[config.mk]
export PLATFORM = sky130hd
export DESIGN_NAME = display_scan_n
export DESIGN_NICKNAME = d
export VERILOG_FILES = /design/src/rtl/display_pkg.sv /design/src/rtl/display_scan_n_seg7_decode.sv /design/src/rtl/display_scan_n.sv
export SDC_FILE = /design/constraint.sdc
export NUM_CORES = 1
export LEC_CHECK = 0
export CAP_MARGIN = 25
export CORE_ASPECT_RATIO = 1.1
export CORE_MARGIN = 2
export CORE_UTILIZATION = 50
export DETAILED_ROUTE_END_ITERATION = 10
export PLACE_DENSITY = 0.75
export SLEW_MARGIN = 20
export SYNTH_ARGS = -nofsm -noshare
export SYNTH_HDL_FRONTEND = slang
export SYNTH_SLANG_ARGS = --single-unit
[constraint.sdc]
create_clock -name clk -period 4.5 [get_ports clk]
set_input_delay 1.35 -clock clk [delete_from_list [all_inputs] [get_ports clk]]
set_output_delay 1.35 -clock clk [all_outputs]
set_load 0.005 [all_outputs]
[src/rtl/display_pkg.sv]
// Seven-segment constants and helpers shared by the display scanner.
// Latency: none (constants and pure functions).
// Backpressure: not applicable.
package display_pkg;

  // Bit positions within the 8-bit segment byte
  localparam int SEG_A  = 0;
  localparam int SEG_B  = 1;
  localparam int SEG_C  = 2;
  localparam int SEG_D  = 3;
  localparam int SEG_E  = 4;
  localparam int SEG_F  = 5;
  localparam int SEG_G  = 6;
  localparam int SEG_DP = 7;

  // All segments and dp unlit, expressed active-high
  localparam logic [7:0] SEG_BLANK = 8'h00;

  // Active-high g..a pattern for one hex nibble
  function automatic logic [6:0] hex_to_seg(input logic [3:0] nibble);
    logic [6:0] pat;
    case (nibble)
      4'h0: pat = 7'h3F;
      4'h1: pat = 7'h06;
      4'h2: pat = 7'h5B;
      4'h3: pat = 7'h4F;
      4'h4: pat = 7'h66;
      4'h5: pat = 7'h6D;
      4'h6: pat = 7'h7D;
      4'h7: pat = 7'h07;
      4'h8: pat = 7'h7F;
      4'h9: pat = 7'h6F;
      4'hA: pat = 7'h77;
      4'hB: pat = 7'h7C;
      4'hC: pat = 7'h39;
      4'hD: pat = 7'h5E;
      4'hE: pat = 7'h79;
      default: pat = 7'h71;
    endcase
    return pat;
  endfunction

  // Maps an active-high byte onto the board pin polarity
  function automatic logic [7:0] seg_polarity(input logic [7:0] seg_hi,
                                              input logic act_low);
    return act_low ? ~seg_hi : seg_hi;
  endfunction

endpackage

[src/rtl/display_scan_n_seg7_decode.sv]
// Nibble + decimal point + dark flag to one segment byte at pin polarity.
// Latency: purely combinational.
// Backpressure: none.
module seg7_decode
  import display_pkg::*;
#(
  parameter bit SEG_ACT_LOW = 1'b1
) (
  input  logic [3:0] nibble,
  input  logic       dp,
  input  logic       dark,
  output logic [7:0] seg
);

  logic [7:0] seg_hi;

  always_comb begin
    seg_hi = SEG_BLANK;
    if (!dark) begin
      seg_hi[SEG_G:SEG_A] = hex_to_seg(nibble);
      seg_hi[SEG_DP]      = dp;
    end
  end

  assign seg = seg_polarity(seg_hi, SEG_ACT_LOW);

endmodule

[src/rtl/display_scan_n.sv]
// Multiplexed hex display scanner with double buffer, blanking, LZ suppression and PWM.
// Latency: seg/digit are combinational from registered state; a load shows from the next frame.
// Backpressure: none; load always accepted, later loads overwrite the pending buffer.
module display_scan_n
  import display_pkg::*;
#(
  parameter int DIGITS      = 8,
  parameter int DIV_W       = 15,
  parameter int BRIGHT_W    = 3,
  parameter int SEG_ACT_LOW = 1,
  localparam int SEL_W      = $clog2(DIGITS)
) (
  input  logic                  clk,
  input  logic                  rst_n,
  input  logic [4*DIGITS-1:0]   data,
  input  logic [DIGITS-1:0]     dp,
  input  logic [DIGITS-1:0]     blank_mask,
  input  logic                  load,
  input  logic                  lz_en,
  input  logic [BRIGHT_W-1:0]   bright,
  output logic [SEL_W-1:0]      which,
  output logic [7:0]            seg,
  output logic [3:0]            digit,
  output logic [DIV_W-1:0]      count,
  output logic                  frame_tick
);

  logic [4*DIGITS-1:0] act_data, pend_data;
  logic [DIGITS-1:0]   act_dp, pend_dp;
  logic [DIGITS-1:0]   act_blank, pend_blank;
  logic                pend_vld;

  logic slot_end;
  logic last_digit;
  logic boundary;

  assign slot_end   = &count;
  assign last_digit = (which == SEL_W'(DIGITS - 1));
  assign boundary   = slot_end && last_digit;

  // Prescaler, scan index and frame pulse
  always_ff @(posedge clk or negedge rst_n) begin
    if (!rst_n) begin
      count      <= '0;
      which      <= '0;
      frame_tick <= 1'b0;
    end else begin
      count      <= count + 1'b1;
      frame_tick <= boundary;
      if (slot_end) begin
        which <= last_digit ? '0 : which + 1'b1;
      end
    end
  end

  // Pending is promoted only at the frame boundary so a frame never mixes two loads;
  // a load on that same edge reads the old pending here and stays queued.
  always_ff @(posedge clk or negedge rst_n) begin
    if (!rst_n) begin
      act_data   <= '0;
      act_dp     <= '0;
      act_blank  <= '0;
      pend_data  <= '0;
      pend_dp    <= '0;
      pend_blank <= '0;
      pend_vld   <= 1'b0;
    end else begin
      if (boundary && pend_vld) begin
        act_data  <= pend_data;
        act_dp    <= pend_dp;
        act_blank <= pend_blank;
      end
      if (load) begin
        pend_data  <= data;
        pend_dp    <= dp;
        pend_blank <= blank_mask;
        pend_vld   <= 1'b1;
      end else if (boundary) begin
        pend_vld <= 1'b0;
      end
    end
  end

  // True when every active nibble from the current index upward is zero
  logic upper_zero;
  always_comb begin
    upper_zero = 1'b1;
    for (int i = 0; i < DIGITS; i++) begin
      if (i >= int'(which) && act_data[4*i +: 4] != 4'h0) begin
        upper_zero = 1'b0;
      end
    end
  end

  logic pwm_on;
  logic lz_dark;
  logic dark;

  assign digit   = act_data[{which, 2'b00} +: 4];
  assign pwm_on  = (count[DIV_W-1 -: BRIGHT_W] <= bright);
  assign lz_dark = lz_en && (which != '0) && upper_zero;
  assign dark    = act_blank[which] || lz_dark || !pwm_on;

  seg7_decode #(
    .SEG_ACT_LOW (SEG_ACT_LOW != 0)
  ) u_decode (
    .nibble (digit),
    .dp     (act_dp[which]),
    .dark   (dark),
    .seg    (seg)
  );

endmodule

==> impl_metrics.yaml <==
status:
  outcome: "complete, no violations"
global_route:
  grt.total_usage_pct: 20.4
  antenna_found_initial: 0
  first_global_vias: 3481
  grt_max_degree: 61
  overflow: 0
  grt_pass1_wl_mm: 17.7
layout:
  layout_common_cells: "115 x dfrtp_1, 80 x mux2_2, 75 x clkdlybuf4s50_1, 20 x mux2_4, 17 x clkbuf_16"
  final_common_cell: "dfrtp_1"
  num-nets-final: 543
  n_antenna_cell: 0
  syn_to_final_growth_pct: 29.5
  drive_gt1_share_pct: 34.2
setup_path:
  critPathCaptureType: "output pin"
  crit_required_ns: 3.15
  cp_cell_sequence: "clkdlybuf4s50_1 -> inv_2 -> ha_4 -> a211oi_4 -> o21ai_2 -> a21oi_2 -> buf_6 -> buf_4 -> o221ai_1 -> buf_2"
  worstPathArrival_ns: 3.09
  max_stage_delay_ns: 0.47
  critPathLaunchType: "input pin"
  slowest_stage: "clkdlybuf4s50_1"
  worstRegToRegCells: 7
  crit_buf_inv: 5
  path_depth: 10
  cp_max_fo: 6
  critPathTopFamily: "buffers and inverters"
  critPathKind: "in -> out"
run:
  cap_viol_max_count: 0
floorplanning:
  rows: 39
  core_area_um2: 10400
  fp.dieW_um: 102
  ios: 86
  dieArea_um2: 11500
  die_h_um: 112
  start_util_pct: 51.3
worst_hold_path:
  min_path_cells: 1
  hp-class: "reg -> reg"
logic_synthesis:
  seq_area_frac_synth_pct: 54.5
  syn_avg_cell_area_um2: 14.2
  synth_fp_nets: 444
  yosysWarnings: 0
  yosys_register_bits: 116
  synthCells: 376
  post_synth_num_cell_types: 41
  synth_area_um2: 5330
placement:
  port_buffers: 85
  gp_congestion: 0.913
  place_hpwl_mm: 7.43
  dp_slack_ns: -0.414
sta:
  finalSetupViolCount: 0
  drv_slew: 0
  fin_tns_setup_ns: 0
  period_minus_slack_ns: 4.44
  hold_violations: 0
  fin_ws_ns: 0.0625
  rsz0062_at_grt: "false"
  max_freq_mhz: 225
  final.setup_skew_ns: 0.00640
  period_share_pct: 98.6
  tightestPinTransition_ns: 0.885
  slew_headroom_pct: 41.0
drt:
  viasPerCell: 5.33
  antenna_left: 0
  vias: 3354
  routed_wirelength_mm: 10.8
  drc: 0
  drt_iter0_drc: 140
  drtPass1Iterations: 4
  routedWlPerCell_um: 17.1
power:
  ir_worst_vdd_mv: 0.209
  power_per_cell_area_nw_per_um2: 354
  p_leak_nw: 3.15
clocking:
  path_clk_slew_ns: 0.05
  cts_sinks: 116
  clock_path_buffers: 2
  cts_max_level: 4
  clk_latency_ns: 0.40
  cts_buffers: 17
  tritoncts: "done"
  cts_root_buf: "clkbuf_16"
  hold_buffers: 0
## synth_stat cells
library cell	n	area (µm²)
xor2_1	3	26.3
buf_2	6	30.0
a21o_1	1	7.51
nand3_1	9	45.0
inv_1	14	52.6
nor4_1	9	56.3
o22ai_1	1	6.26
or3_1	1	6.26
nand2b_1	3	18.8
buf_4	1	7.51
nor3_1	1	5.00
o31ai_1	1	7.51
nand2_1	12	45.0
and4_4	2	22.5
nor3b_1	2	15.0
o21ai_0	8	40.0
xnor2_1	10	87.6
mux2_2	80	901
mux2i_1	8	80.1
mux2_4	20	300
a21oi_1	5	25.0
buf_6	3	33.8
and3_1	3	18.8
o221ai_1	4	35.0
o21bai_1	2	15.0
and2_1	6	37.5
nand4_1	2	12.5
nor2b_1	1	6.26
buf_1	5	18.8
nor2_1	5	18.8
dfrtp_1	116	2900
and4_1	1	8.76
o21ba_2	1	10.0
clkbuf_1	1	3.75
or2_2	1	6.26
ha_1	13	163
o2bb2ai_1	1	8.76
a211oi_1	1	7.51
mux4_2	9	203
o211ai_1	3	22.5
nand3_2	1	10.0
## repair_timing
action,4_1_cts,5_1_grt
gates resized for setup,19,15
setup buffers,3,0
pin swaps,3,3
setup endpoints to repair,8,8
## final cells by class
class,count,area (µm²)
fill,780,3490
sequential,116,2900
multi-input combinational,230,2320
timing repair buffer,96,917
clock buffer,26,509
tap,143,179
inverter,14,52.6
clock inverter,4,22.5
## state kept, by name, summed over array words and instances, names as in the netlist
| register | flops |
|---|---|
| pend_vld | 1 |
| count | 15 |
| pend_blank | 8 |
| pend_dp | 8 |
| pend_data | 32 |
| act_dp | 8 |
| which | 3 |
| act_data | 32 |
| frame_tick | 1 |
| act_blank | 8 |
## cells by family after synthesis
family,synth area share [%]
mux,27.9
flops,54.5
simple gates,6.25
buf+inv,2.75
compound gates,3.48
xor+xnor,2.14
fa+ha+maj,3.05
## final timing paths
check	start	endpoint	slack, ns
hold reg to reg	count[5]	count[5]	0.49
setup / recovery	bright[1]	seg[5]	0.06
min in group asynchronous	rst_n	count[3]	1.01
max in group asynchronous	rst_n	act_dp[0]	2.71
hold / removal	count[5]	count[5]	0.49
setup reg to reg	count[0]	act_dp[5]	1.71
## metrics by stage
step	cell area, µm²	std cells	power [mW]	hold WS, ns	utilization [%]
4_1_cts	6900	629	2.47	0.495	66.4
6_report	6900	629	2.44	0.494	66.4
3_3_place_gp	6330	596	1.26	0.479	60.9
3_5_place_dp	6330	596	1.27	0.488	60.9
2_1_floorplan	5330	376	1.18	0.470	-
5_1_grt	6900	629	2.54	0.512	66.4
## per-layer routing
layer,share of wire [%],wire [µm],vias up,global-route usage [%]
met2,49,5250,88,31.1
met3,4.4,476,11,5.98
met1,45,4890,1701,27.1
met5,0,0,-,0
met4,1.4,149,0,9.07
li1,-,-,1554,-
## report_power, final
| part | switching (mW) | leakage (nW) | internal, mW |
|---|---|---|---|
| clock network | 0.425 | 0.262 | 0.766 |
| logic | 0.0509 | 1.39 | 0.0886 |
| registers | 0.0241 | 1.49 | 1.09 |
No activity file was read; power rests on OpenSTA's default activity.
